## src/rtl/load_result_serializer.sv

```systemverilog
`default_nettype none
// ============================================================================
// Module   : load_result_serializer
// Captures changed load results into a word FIFO; streams each word MSB byte first.
// Revision : 1.0
// ============================================================================
module load_result_serializer #(
    parameter int DEPTH = 2,
    parameter int WIDTH = 64
) (
    input  logic             clk,
    input  logic             rst,
    input  logic [WIDTH-1:0] result,
    input  logic             capture_en,
    output logic [7:0]       out_data,
    output logic             out_valid,
    input  logic             out_ready,
    output logic             out_last,
    output logic             overflow,
    output logic             busy
);
    localparam int            c_AW    = $clog2(DEPTH);
    localparam logic [c_AW:0] c_DEPTH = DEPTH[c_AW:0];

    typedef enum logic [0:0] {
        S_IDLE = 1'b0,
        S_SEND = 1'b1
    } state_t;

    state_t           state_q, state_d;
    logic [WIDTH-1:0] shift_q, shift_d;
    logic [2:0]       idx_q, idx_d;

    logic [WIDTH-1:0] prev_q;
    logic             primed_q;
    logic             overflow_q;
    logic [WIDTH-1:0] mem_q [DEPTH];
    logic [c_AW-1:0]  wr_ptr_q, rd_ptr_q;
    logic [c_AW:0]    count_q;

    logic             w_cap_req;
    logic             w_empty;
    logic             w_full;
    logic             w_push;
    logic             w_pop;

    // The first enabled sample after reset is always captured, even when zero.
    assign w_cap_req = capture_en & ((result != prev_q) | ~primed_q);
    assign w_empty   = (count_q == '0);
    assign w_full    = (count_q == c_DEPTH);
    assign w_push    = w_cap_req & (~w_full | w_pop);

    always_comb begin
        state_d = state_q;
        shift_d = shift_q;
        idx_d   = idx_q;
        w_pop   = 1'b0;
        case (state_q)
            S_IDLE: begin
                if (!w_empty) begin
                    w_pop   = 1'b1;
                    shift_d = mem_q[rd_ptr_q];
                    idx_d   = 3'd0;
                    state_d = S_SEND;
                end
            end
            S_SEND: begin
                if (out_ready) begin
                    if (idx_q == 3'd7) begin
                        // Chain straight into the next word so the stream has no bubble.
                        if (!w_empty) begin
                            w_pop   = 1'b1;
                            shift_d = mem_q[rd_ptr_q];
                            idx_d   = 3'd0;
                        end else begin
                            state_d = S_IDLE;
                        end
                    end else begin
                        shift_d = shift_q << 8;
                        idx_d   = idx_q + 3'd1;
                    end
                end
            end
            default: state_d = S_IDLE;
        endcase
    end

    always_ff @(posedge clk or posedge rst) begin
        if (rst) begin
            state_q <= S_IDLE;
            shift_q <= '0;
            idx_q   <= '0;
        end else begin
            state_q <= state_d;
            shift_q <= shift_d;
            idx_q   <= idx_d;
        end
    end

    always_ff @(posedge clk or posedge rst) begin
        if (rst) begin
            prev_q     <= '0;
            primed_q   <= 1'b0;
            overflow_q <= 1'b0;
            wr_ptr_q   <= '0;
            rd_ptr_q   <= '0;
            count_q    <= '0;
        end else begin
            prev_q <= result;
            if (w_cap_req) begin
                primed_q <= 1'b1;
            end
            if (w_cap_req && !w_push) begin
                overflow_q <= 1'b1;
            end
            if (w_push) begin
                wr_ptr_q <= wr_ptr_q + c_AW'(1);
            end
            if (w_pop) begin
                rd_ptr_q <= rd_ptr_q + c_AW'(1);
            end
            case ({w_push, w_pop})
                2'b10:   count_q <= count_q + 1'b1;
                2'b01:   count_q <= count_q - 1'b1;
                default: count_q <= count_q;
            endcase
        end
    end

    always_ff @(posedge clk) begin
        if (w_push) begin
            mem_q[wr_ptr_q] <= result;
        end
    end

    assign out_data  = shift_q[WIDTH-1 -: 8];
    assign out_valid = (state_q == S_SEND);
    assign out_last  = (state_q == S_SEND) && (idx_q == 3'd7);
    assign overflow  = overflow_q;
    assign busy      = !w_empty || (state_q == S_SEND);

endmodule
`default_nettype wire

```

## config.mk

```make
export PLATFORM = sky130hd
export DESIGN_NAME = load_result_serializer
export DESIGN_NICKNAME = d
export VERILOG_FILES = /design/src/rtl/load_result_serializer.sv
export SDC_FILE = /design/constraint.sdc
export NUM_CORES = 1
export LEC_CHECK = 0
export ABC_AREA = 1
export BUFFER_PORTS_ARGS = -buffer_cell sky130_fd_sc_hd__buf_4
export CAP_MARGIN = 20
export CORE_UTILIZATION = 54
export DETAILED_ROUTE_END_ITERATION = 8
export GPL_TIMING_DRIVEN = 0
export PLACE_DENSITY = 0.76
export SYNTH_ARGS = -nofsm -noshare
export SYNTH_HDL_FRONTEND = slang
export SYNTH_SLANG_ARGS = --single-unit
```

## constraint.sdc

```tcl
create_clock -name clk -period 5.06 [get_ports clk]
set_clock_uncertainty 0.15 [all_clocks]
set_input_delay 1.012 -clock clk [delete_from_list [all_inputs] [get_ports clk]]
set_output_delay 1.012 -clock clk [all_outputs]
set_load 0.02 [all_outputs]
```

-- After elaboration in Yosys (flattened, before gate mapping)
Memory sizes are Yosys's and may differ from the RTL's.
Index checks and enable logic that the tools add are counted.
- RAM bits: 128
- flip-flop bits (word level): 138
- memories: 1
- word-level logic and storage cells: 53
- add/sub/neg operators: 5
- eq/ne operators: 6
- reduce and logical (&&, ||, !) cells: 7
- multiplexer cells: 18
- bitwise operators: 7
- memory list (name ; words ; bits a word ; rd ports ; clocked after memory_dff ; write ports ; line ; RTL):
    mem_q ; 2 ; 64 ; 1 ; 0 ; 1 ; 37 ; logic [WIDTH-1:0] mem_q [DEPTH];
- operators by type and width (cell ; number):
    64-bit two-way mux ; 3
    64-bit case mux with 2 select lines ; 1
    64-bit inequality test ; 1
    3-bit two-way mux ; 3
    1-bit two-way mux ; 7
    3-bit case mux with 2 select lines ; 1
    2-bit equality test, second input constant ; 2
    1-bit case mux with 2 select lines ; 2
    2-bit case mux with 2 select lines ; 1
    3-bit by 1-bit adder with 3-bit output, second input constant ; 1
    3-bit equality test, second input constant ; 1
    1-bit inverter ; 3
    1-bit adder, second input constant ; 2
    2-bit by 1-bit adder with 2-bit output, second input constant ; 1
    1-bit bitwise AND ; 2
    2-bit by 1-bit equality test with 1-bit output, second input constant ; 1
    1-bit logical AND ; 2
    1-bit logical NOT ; 2
    2-bit logical NOT ; 1
    2-bit inequality test, second input constant ; 1
    1-bit OR ; 2
    2-bit nonzero test ; 1
    2-bit by 1-bit subtractor with 2-bit output, second input constant ; 1
    1-bit logical OR ; 1

-- Depth between registers and ports, before layout
Gate-level depths: netlist of run 1.
- depth after elaboration: 9
- gate-level depth with buffers: 14
- mapped depth without buffers: 14

-- Worst setup path after synthesis of run 1
No wires, ideal clock.
- path kind: input to register
- start: input port result[49]
- end: memory mem_q[1][0], enable pin
- required time: 4424 ps
- cell stages on the path: 10
- path buffers: 0
- arrival: 4318 ps
- slack: 106 ps
- setup time: 486 ps
- cell sequence: inv_1 -> o21ai_0 -> nor2_1 -> nand2_1 -> nor2_1 -> nand2_1 -> nor2_1 -> nand2_1 -> nand3_1 -> nor2_1
- longest elaborated chain between the ends: 6
- ends and longest elaborated chain (item ; line ; RTL):
    start: declaration ; 13 ; input logic [WIDTH-1:0] result,
    64-bit inequality test ; 48 ; assign w_cap_req = capture_en & ((result != prev_q) | ~primed_q);
    1-bit OR ; 48 ;
    1-bit bitwise AND ; 48 ;
    1-bit bitwise AND ; 51 ; assign w_push = w_cap_req & (~w_full | w_pop);
    1-bit two-way mux ; 131 ; if (w_push) begin
    1-bit two-way mux (implied by the code) ; 132 ; mem_q[wr_ptr_q] <= result;
    end: declaration ; 37 ;
Every way passes these cells.

-- Final worst setup path of run 1
- start: input port result[25]
- end: memory mem_q[1][33], enable pin
The elaborated chain is that of the path after synthesis.

==> impl_metrics.env, run 1 <==
export IMPL_status="complete, no violations"
export IMPL_grt_max_degree=98
export IMPL_portBuffers=79
export IMPL_fin_crit_ns=2.94
export IMPL_nNetsFinal=1109
export IMPL_hold_slack_ns=0.313
export IMPL_die_h_um=142
export IMPL_fin_tns_setup_ns=0
export IMPL_finalMaxSlewViolations=0
export IMPL_post_cts_resized=0
export IMPL_postSynthNetCount=998
export IMPL_fillCellCount=1422
export IMPL_clkPwrFrac=0.274
export IMPL_switching_power_uw=2070
export IMPL_root_buffer="clkbuf_16"
export IMPL_start_util=0.557
export IMPL_gp_congestion=0.838
export IMPL_worstSkewPairLatency_ns=0.52
export IMPL_drc_errors=0
export IMPL_internal_power_uw=4410
export IMPL_startpoint_type="input port"
export IMPL_rows=50
export IMPL_power_density_nw_per_um2=526
export IMPL_final_common_cell="nand2_1"
export IMPL_yosysUniqueCellTypes=39
export IMPL_r2r_end="mem_q[1][33]$_DFFE_PP_"
export IMPL_clock_path_buffers=3
export IMPL_synth_cells=928
export IMPL_first_global_vias=6873
export IMPL_total_power_uw=6480
export IMPL_worst_pin_slew_ns=0.896
export IMPL_r2r_start="idx_q[0]$_DFFE_PP0P_"
export IMPL_drive_gt1_frac=0.157
export IMPL_seq_area_frac_synth=0.693
export IMPL_io_pins=80
export IMPL_cts_tree="yes"
export IMPL_htreeDepth=1
export IMPL_wl_per_cell_um=17.2
export IMPL_antenna_cells=0
export IMPL_vias_per_cell=5.34
export IMPL_critical_path_required_ns=5.12
export IMPL_max_stage_delay_ns=0.36
export IMPL_timing_critical_path_buf_inv=4
export IMPL_die_w_um=142
export IMPL_wl_met1_um=9860
export IMPL_area_growth_pct=17.0
export IMPL_combPwrFrac=0.250
export IMPL_wl_met2_um=10600
export IMPL_route_met3_wl_um=1450
export IMPL_post_cts_buffers=0
export IMPL_finalHoldViolations=0
export IMPL_cp_slowest_cell="nor2_4"
export IMPL_holdPathStages=2
export IMPL_dieArea_um2=20100
export IMPL_postRouteAntennaNets=0
export IMPL_numCtsBuffers=27
export IMPL_ys_warnings_count=0
export IMPL_grt_first_pass_wirelength_um=36200
export IMPL_hp_class="reg2reg"
export IMPL_fin_ws_ns=2.12
export IMPL_netSwitchingFraction=0.320
export IMPL_critPathTopFamily="simple AND/OR/NAND/NOR gates"
export IMPL_hold_path_end="primed_q$_DFFE_PP0P_"
export IMPL_max_clock_freq_mhz=340
export IMPL_antenna_found_initial=0
export IMPL_drt_first_pass_iters=5
export IMPL_clk_pin_slew_ns=0.06
export IMPL_slew_headroom=0.402
export IMPL_r2r_cells=10
export IMPL_endpoint_kind="flip-flop"
export IMPL_path_cells="buf_4, inv_1, o21ai_1, nor2_1, nand2_1, nor2_1, nand2_1, nor2_1, nand2_1, nand3_1, nor2_4, buf_12, buf_12"
export IMPL_ys_ff_latch=266
export IMPL_dp_hpwl_um=15000
export IMPL_worstPathArrival_ns=3.00
export IMPL_highest_layer="met4"
export IMPL_power_frac_seq=0.476
export IMPL_syn_avg_cell_area_um2=11.3
export IMPL_drv_cap=0
export IMPL_rsz0062_at_grt="false"
export IMPL_drt_wl_total_um=22700
export IMPL_grt_overflow_total=0
export IMPL_p_leak_uw=0.00537
export IMPL_cts_sinks=266
export IMPL_worst_setup_path_type="in2reg"
export IMPL_setup_viol=0
export IMPL_mostFrequentLayoutCells="nand2_1 (217), dfrtp_1 (138), edfxtp_1 (128), nor2_1 (107), buf_4 (91)"
export IMPL_postCtsHoldBufs=0
export IMPL_final_util=0.652
export IMPL_synth_area_um2=10500
export IMPL_critPathMaxFanout=30
export IMPL_reg2reg_setup_slack_ns=2.34
export IMPL_detailedPlace_worstSlack_ns=1.60
export IMPL_grtUsageTotal=0.237
export IMPL_dr_first_iter_drc_count=605
export IMPL_vias=7043
export IMPL_fp_coreArea_um2=18900
export IMPL_min_period_over_period=0.582
export IMPL_ir_drop_v=0.000319
export IMPL_hold_start="primed_q$_DFFE_PP0P_"
## synthesized netlist by cell type
| cell type | count | area share |
|---|---|---|
| nand2_1 | 217 | 0.077 |
| dfrtp_1 | 138 | 0.33 |
| edfxtp_1 | 128 | 0.37 |
| nor2_1 | 108 | 0.038 |
| inv_1 | 77 | 0.027 |
| o21ai_0 | 58 | 0.028 |
| nand3_1 | 31 | 0.015 |
| a21oi_1 | 29 | 0.014 |
| a22oi_1 | 22 | 0.016 |
| xor2_1 | 20 | 0.017 |
| buf_4 | 12 | 0.0086 |
| clkbuf_1 | 11 | 0.0039 |
| mux2i_1 | 10 | 0.0095 |
| buf_2 | 8 | 0.0038 |
| inv_2 | 5 | 0.0018 |
| xnor2_1 | 5 | 0.0042 |
| buf_1 | 4 | 0.0014 |
| nand4_1 | 4 | 0.0024 |
| o21ai_1 | 4 | 0.0019 |
| o311ai_1 | 4 | 0.0033 |
| o31ai_2 | 4 | 0.0048 |
| o32ai_2 | 4 | 0.0062 |
| a221o_1 | 3 | 0.0029 |
| nand2_2 | 3 | 0.0018 |
| nor2_4 | 3 | 0.0032 |
| ha_1 | 2 | 0.0024 |
| nor2_8 | 2 | 0.0038 |
| a22o_1 | 1 | 0.00083 |
| a31oi_1 | 1 | 0.00059 |
| buf_6 | 1 | 0.0011 |
| clkbuf_2 | 1 | 0.00047 |
| inv_4 | 1 | 0.00059 |
| nand2_4 | 1 | 0.0011 |
| nor2_2 | 1 | 0.00059 |
| nor3_1 | 1 | 0.00047 |
| o21bai_1 | 1 | 0.00071 |
| o221ai_1 | 1 | 0.00083 |
| o311ai_2 | 1 | 0.0015 |
| o32ai_1 | 1 | 0.00083 |
## flip-flops by register name, indices dropped and copies added, names as in the netlist
name	flops
count_q	2
idx_q	3
mem_q	128
out_valid	1
overflow	1
prev_q	64
primed_q	1
rd_ptr_q	1
shift_q	64
wr_ptr_q	1
## per-stage QoR
| step | area, µm² | cells |
|---|---|---|
| 2_1_floorplan | 10500 | 928 |
| 4_1_cts | 12300 | 1319 |
| 3_5_place_dp | 11500 | 1270 |
| 5_1_grt | 12300 | 1319 |
| 6_report | 12300 | 1319 |
| 3_3_place_gp | 11400 | 1267 |
## kinds of logic after synthesis
group / share of synthesized area
AOI/OAI and AO/OA: 0.0814
xor gates and xnor gates: 0.0208
adders and majority gates: 0.00238
buffers and inverters: 0.0491
DFF: 0.693
muxes: 0.00951
and+or+nand+nor: 0.144
## final cells by class
cell class	count	area [µm²]	share of cell area
sequential	266	7300	0.592
multi-input combinational	542	2720	0.221
clock buffer	43	756	0.0613
timing repair buffer	82	661	0.0536
tap	260	325	0.0264
inverter	83	322	0.0261
buffer	37	203	0.0165
clock inverter	6	32.5	0.00264
## power groups by stage
| stage | Combinational [µW] | Sequential, µW | Clock (µW) |
|---|---|---|---|
| 2_1_floorplan | 1090 | 3040 | 0 |
| 3_3_place_gp | 1520 | 3130 | 0 |
| 3_5_place_dp | 1610 | 3110 | 0 |
| 4_1_cts | 1630 | 3070 | 1800 |
| 5_1_grt | 1800 | 3120 | 1890 |
| 6_report | 1620 | 3080 | 1780 |
## per-layer routing
metal	vias to the layer above	GRT usage
met5	-	0
met4	0	0.0787
met3	63	0.0287
met2	280	0.378
met1	3384	0.343
li1	3316	-
## worst min-delay path: stages (launching register included)
cell and delay (ns):
dfrtp_1 0.32, inv_1 0.05, nand2_1 0.06
## how the worst max path moves through the flow
stage                           from  slack [ns]                      to  cells after the start
after floorplan           result[49]        0.11   mem_q[1][0]$_DFFE_PP_                     10
after global placement    result[16]       -1.94  mem_q[1][32]$_DFFE_PP_                     12
after detailed placement  result[19]        1.60   mem_q[1][9]$_DFFE_PP_                     12
after CTS                 result[21]        2.13  mem_q[1][10]$_DFFE_PP_                     12
after global routing      result[31]        1.95  mem_q[1][33]$_DFFE_PP_                     14
final                     result[25]        2.12  mem_q[1][33]$_DFFE_PP_                     13
Power figures use the tool's default switching activity.
==> run 2, diff against run 1 <==
Settings changed: CORE_UTILIZATION 54 to 55, PLACE_DENSITY 0.76 to 0.74.
Clock period 5.06 ns to 3 ns, I/O delays scaled along.
==> run 2 against run 1 <==
The flow now finishes with violations (hold timing). Critical endpoint is now mem_q[0][31]$_DFFE_PP_. First-iteration DRC count grew 4.3%. Cell area rose by 1.3%. Routed wire length increased by 2.7%. Critical path depth is 2 lower. Via count is 1.4% higher.
==> impl_metrics.env, run 2 (synthesis results as in run 1) <==
export IMPL_detailedPlace_worstSlack_ns=-0.474
export IMPL_start_util=0.563
export IMPL_antenna_cells=0
export IMPL_p_leak_uw=0.00546
export IMPL_max_clock_freq_mhz=360
export IMPL_portBuffers=79
export IMPL_grt_first_pass_wirelength_um=36700
export IMPL_postCtsHoldBufs=0
export IMPL_worst_pin_slew_ns=0.634
export IMPL_top_register="mem_q"
export IMPL_drt_first_pass_iters=6
export IMPL_vias=7139
export IMPL_drv_cap=0
export IMPL_switching_power_uw=3650
export IMPL_dr_first_iter_drc_count=631
export IMPL_netSwitchingFraction=0.319
export IMPL_grt_overflow_total=0
export IMPL_dp_hpwl_um=15500
export IMPL_nNetsFinal=1116
export IMPL_vias_per_cell=5.49
export IMPL_drc_errors=0
export IMPL_die_h_um=140
export IMPL_rsz0062_at_grt="false"
export IMPL_fillCellCount=1393
export IMPL_fin_crit_ns=2.78
export IMPL_hp_class="in2async"
export IMPL_ir_drop_v=0.000595
export IMPL_internal_power_uw=7790
export IMPL_grt_max_degree=42
export IMPL_mostFrequentLayoutCells="nand2_1 (217), dfrtp_1 (138), edfxtp_1 (128), nor2_1 (107), buf_4 (94)"
export IMPL_final_cell_area_um2=12500
export IMPL_grtUsageTotal=0.245
export IMPL_first_global_vias=6912
export IMPL_r2r_cells=11
export IMPL_finalHoldViolations=1
export IMPL_final_common_cell="nand2_1"
export IMPL_drt_wl_total_um=23300
export IMPL_clkPwrFrac=0.296
export IMPL_startpoint_type="flip-flop"
export IMPL_critPathMaxFanout=39
export IMPL_gp_congestion=0.808
export IMPL_root_buffer="clkbuf_16"
export IMPL_reg_largest_list="mem_q x128, prev_q x64, shift_q x64"
export IMPL_clk_pin_slew_ns=0.06
export IMPL_seq_area_um2=7300
export IMPL_place_area_um2=11600
export IMPL_power_frac_seq=0.455
export IMPL_power_density_nw_per_um2=916
export IMPL_wl_per_cell_um=17.9
export IMPL_critical_path_required_ns=3.10
export IMPL_multi_input_area_um2=2720
export IMPL_fp_coreArea_um2=18700
export IMPL_hold_slack_ns=-0.00188
export IMPL_min_period_over_period=0.926
export IMPL_fin_ws_ns=0.222
export IMPL_endpoint_kind="flip-flop"
export IMPL_rows=50
export IMPL_htreeDepth=1
export IMPL_area_growth_pct=18.5
export IMPL_largest_reg_flops=128
export IMPL_die_w_um=140
export IMPL_worstSkewPairLatency_ns=0.53
export IMPL_drive_gt1_frac=0.170
export IMPL_numCtsBuffers=27
export IMPL_io_pins=80
export IMPL_postRouteAntennaNets=0
export IMPL_worstPathArrival_ns=2.88
export IMPL_total_power_uw=11400
export IMPL_finalMaxSlewViolations=0
export IMPL_antenna_found_initial=0
export IMPL_slew_headroom=0.578
export IMPL_setup_viol=0
export IMPL_status="complete, but fails checks"
export IMPL_worst_setup_path_type="reg2reg"
export IMPL_place_inst=1247
export IMPL_failed_checks="hold timing"
export IMPL_cts_tree="yes"
export IMPL_clock_path_buffers=3
export IMPL_dieArea_um2=19700
export IMPL_stdcell_count=1300
export IMPL_combPwrFrac=0.249
export IMPL_cts_sinks=266
run 2: cell types whose count changed in the layout (fill, tap and decap cells not counted), sizes merged:
cell | before | now
clkbuf | 55 | 50
buf | 107 | 113
clkinvlp | 0 | 3
clkinv | 6 | 7
inv | 83 | 82
bufinv | 0 | 3
run 2: per-layer routing:
metal / vias to the layer above / share of wire / global-route usage / routed length, µm
met5: - / 0 / 0 / 0
met4: 0 / 0.031 / 0.0856 / 720
met3: 63 / 0.082 / 0.0448 / 1900
li1: 3324 / - / - / -
met1: 3447 / 0.43 / 0.347 / 9940
met2: 305 / 0.46 / 0.383 / 10700
run 2: final cells by class:
type / count / share of cell area
sequential: 266 / 0.585
multi-input combinational: 542 / 0.218
clock buffer: 38 / 0.0615
timing repair buffer: 88 / 0.0589
inverter: 83 / 0.0258
tap: 234 / 0.0235
buffer: 37 / 0.0162
clock inverter: 11 / 0.0106
timing repair inverter: 1 / 0.000602
run 2: final timing paths:
kind,endpoint,slack (ns),start
max,mem_q[0][31]$_DFFE_PP_,0.22,prev_q[0]$_DFF_PP0_
min,prev_q[32]$_DFF_PP0_,-0.002,rst
max reg2reg,mem_q[0][31]$_DFFE_PP_,0.22,prev_q[0]$_DFF_PP0_
min reg2reg,primed_q$_DFFE_PP0P_,0.30,primed_q$_DFFE_PP0P_
max in group asynchronous,prev_q[1]$_DFF_PP0_,1.82,rst
min in group clk,prev_q[39]$_DFF_PP0_,0.05,result[39]
run 2: worst max-delay path: stages, from the launching register on:
cell and delay [ns]:
dfrtp_1 0.38, nand2_1 0.06, nand2_1 0.05, nor2_1 0.11, nand2_1 0.07, nor2_1 0.17
nand3_1 0.16, nor2_1 0.28, nand2_1 0.22, nand4_1 0.37, clkinvlp_4 0.23, buf_12 0.21
run 2: what timing repair did:
action,4_1_cts,5_1_grt
gates cloned,1,0
setup buffers,1,2
pin swaps,0,1
gates resized for setup,1,0
setup endpoints to repair,39,25
hold endpoints to repair,0,0
run 2: through the flow:
stage	utilization	setup TNS [ns]
4_1_cts	0.666	0
5_1_grt	0.667	0
6_report	0.667	0
3_3_place_gp	0.611	-182.58
2_1_floorplan	-	0
3_5_place_dp	0.618	-28.90
run 2: power groups by stage:
stage               Sequential, µW  Clock [µW]  Combinational [µW]
CTS                           5180        3420                2830
finish                        5200        3390                2850
global placement              5240           0                2600
floorplan                     5110           0                1850
detailed placement            5250           0                2770
global route                  5260        3550                3130
==> run 3, diff against run 2 <==
Settings changed: RECOVER_POWER set to 100.
==> run 3 against run 2 <==
The flow now finishes without violations. Clock-buffer cell count unchanged. Register-to-register slack worse by 0.06 ns. Critical path depth down 2. Die area unchanged. Sequential share of layout area up 2.0 points. Clock power about the same. Hold slack better by 0.068 ns. Combinational power down 7%. Sequential power about the same. Flip-flop and latch count unchanged. Cell area down 3.3%. Critical path type unchanged. Critical endpoint is now shift_q[0]$_DFFE_PP0P_.
==> impl_metrics.env, run 3 (synthesis results as in run 1) <==
export IMPL_status="complete, no violations"
export IMPL_gp_congestion=0.808
export IMPL_worst_pin_slew_ns=1.22
export IMPL_vias=7063
export IMPL_worstSkewPairLatency_ns=0.53
export IMPL_min_period_over_period=0.946
export IMPL_start_util=0.563
export IMPL_grt_first_pass_wirelength_um=36700
export IMPL_netSwitchingFraction=0.319
export IMPL_worstPathArrival_ns=3.11
export IMPL_clkPwrFrac=0.301
export IMPL_hold_start="result[20]"
export IMPL_combPwrFrac=0.237
export IMPL_seq_area_um2=7300
export IMPL_mostFrequentLayoutCells="nand2_1 (219), dfrtp_1 (138), edfxtp_1 (128), nor2_1 (111), clkbuf_1 (95)"
export IMPL_cts_sinks=266
export IMPL_drc_errors=0
export IMPL_postCtsHoldBufs=0
export IMPL_startpoint_type="flip-flop"
export IMPL_first_global_vias=6912
export IMPL_numCtsBuffers=27
export IMPL_internal_power_uw=7650
export IMPL_htreeDepth=1
export IMPL_power_density_nw_per_um2=931
export IMPL_fp_coreArea_um2=18700
export IMPL_grtUsageTotal=0.245
export IMPL_hold_path_end="prev_q[20]$_DFF_PP0_"
export IMPL_wl_per_cell_um=18.0
export IMPL_rsz0062_at_grt="false"
export IMPL_switching_power_uw=3590
export IMPL_grt_overflow_total=0
export IMPL_drt_wl_total_um=23400
export IMPL_top_register="mem_q"
export IMPL_p_leak_uw=0.00514
export IMPL_drt_first_pass_iters=5
export IMPL_antenna_cells=0
export IMPL_final_util=0.645
export IMPL_cts_tree="yes"
export IMPL_clk_pin_slew_ns=0.06
export IMPL_clock_path_buffers=3
export IMPL_ir_drop_v=0.000592
export IMPL_dr_first_iter_drc_count=611
export IMPL_r2r_end="shift_q[0]$_DFFE_PP0P_"
export IMPL_dieArea_um2=19700
export IMPL_portBuffers=79
export IMPL_endpoint_kind="flip-flop"
export IMPL_grt_max_degree=42
export IMPL_drive_gt1_frac=0.0872
export IMPL_slew_headroom=0.183
export IMPL_critPathMaxFanout=10
export IMPL_reg_largest_list="mem_q x128, prev_q x64, shift_q x64"
export IMPL_postRouteAntennaNets=0
export IMPL_critical_path_required_ns=3.27
export IMPL_hp_class="in2reg"
export IMPL_antenna_found_initial=0
export IMPL_finalHoldViolations=0
export IMPL_final_common_cell="nand2_1"
export IMPL_power_frac_seq=0.462
export IMPL_holdPathStages=1
export IMPL_io_pins=80
export IMPL_fillCellCount=1500
export IMPL_setup_viol=0
export IMPL_drv_cap=0
export IMPL_place_area_um2=11600
export IMPL_multi_input_area_um2=2670
export IMPL_r2r_cells=9
export IMPL_root_buffer="clkbuf_16"
export IMPL_r2r_start="idx_q[0]$_DFFE_PP0P_"
export IMPL_largest_reg_flops=128
export IMPL_final_cell_area_um2=12100
export IMPL_area_growth_pct=14.6
export IMPL_dp_hpwl_um=15500
export IMPL_die_h_um=140
export IMPL_reg2reg_setup_slack_ns=0.16
export IMPL_rows=50
export IMPL_worst_setup_path_type="reg2reg"
export IMPL_fin_crit_ns=2.84
export IMPL_finalMaxSlewViolations=0
export IMPL_die_w_um=140
export IMPL_vias_per_cell=5.43
export IMPL_max_clock_freq_mhz=352
export IMPL_nNetsFinal=1116
==> run 3: changes by cell type in the layout (fill, tap and decap cells not counted), sizes merged <==
cell / previous run / this run
clkbuf: 50 / 134
buf: 113 / 29
==> run 3: area by class of cell <==
class | count | area share
Inverter | 83 | 0.0262
Tap cell | 234 | 0.0243
Buffer | 37 | 0.0157
Sequential cell | 266 | 0.605
Multi-Input combinational cell | 542 | 0.221
Clock inverter | 11 | 0.0110
Timing Repair Buffer | 88 | 0.0333
Timing Repair inverter | 1 | 0.000622
Clock buffer | 38 | 0.0635
==> run 3: worst max-delay path: stages, from the launching register on <==
cell	delay (ns)
dfrtp_1	0.38
ha_1	0.16
ha_1	0.24
nor2_4	0.08
nor2_1	0.56
inv_2	0.16
nor2_8	0.18
inv_1	0.23
buf_2	0.30
o32ai_1	0.28
==> run 3: how the worst max path moves through the flow <==
| stage | slack (ns) | end | start |
|---|---|---|---|
| floorplan | 0.14 | mem_q[0][0]$_DFFE_PP_ | idx_q[0]$_DFFE_PP0P_ |
| global placement | -1.11 | mem_q[0][25]$_DFFE_PP_ | result[0] |
| detailed placement | -0.47 | mem_q[0][32]$_DFFE_PP_ | result[0] |
| CTS | 0.1 | mem_q[1][33]$_DFFE_PP_ | idx_q[0]$_DFFE_PP0P_ |
| global route | 0.02 | mem_q[0][14]$_DFFE_PP_ | prev_q[20]$_DFF_PP0_ |
| finish | 0.16 | shift_q[0]$_DFFE_PP0P_ | idx_q[0]$_DFFE_PP0P_ |
==> run 3: per-layer routing <==
metal  up-vias  global-route usage  part of all wire
li1       3322                   -                 -
met1      3378               0.347              0.43
met2       304               0.383              0.46
met3        59              0.0448             0.079
met4         0              0.0856             0.030
met5         -                   0                 0
==> run 3: power groups by stage <==
stage / clock [µW] / combinational [µW] / sequential (µW)
2_1_floorplan: 0 / 1850 / 5110
3_3_place_gp: 0 / 2600 / 5240
3_5_place_dp: 0 / 2770 / 5250
4_1_cts: 3420 / 2830 / 5180
5_1_grt: 3550 / 2940 / 5250
6_report: 3380 / 2660 / 5190
==> run 3: stage by stage <==
| step | total power, µW | TNS [ns] | std cells | setup slack, ns | hold WS, ns |
|---|---|---|---|---|---|
| finish | 11200 | 0 | 1300 | 0.161 | 0.0665 |
| global route | 11700 | 0 | 1300 | 0.0186 | 0.0617 |
| CTS | 11400 | 0 | 1298 | 0.0962 | 0.00822 |
| floorplan | 6950 | 0 | 928 | 0.139 | 0.272 |
| global placement | 7840 | -182.58 | 1241 | -1.11 | 0.289 |
| detailed placement | 8020 | -28.90 | 1247 | -0.474 | 0.294 |
==> run 3: timing repair <==
action	in CTS	in global routing
setup buffers	1	2
pin swaps	0	1
cloned	1	0
gates resized for setup	1	0
setup endpoints to repair	39	25
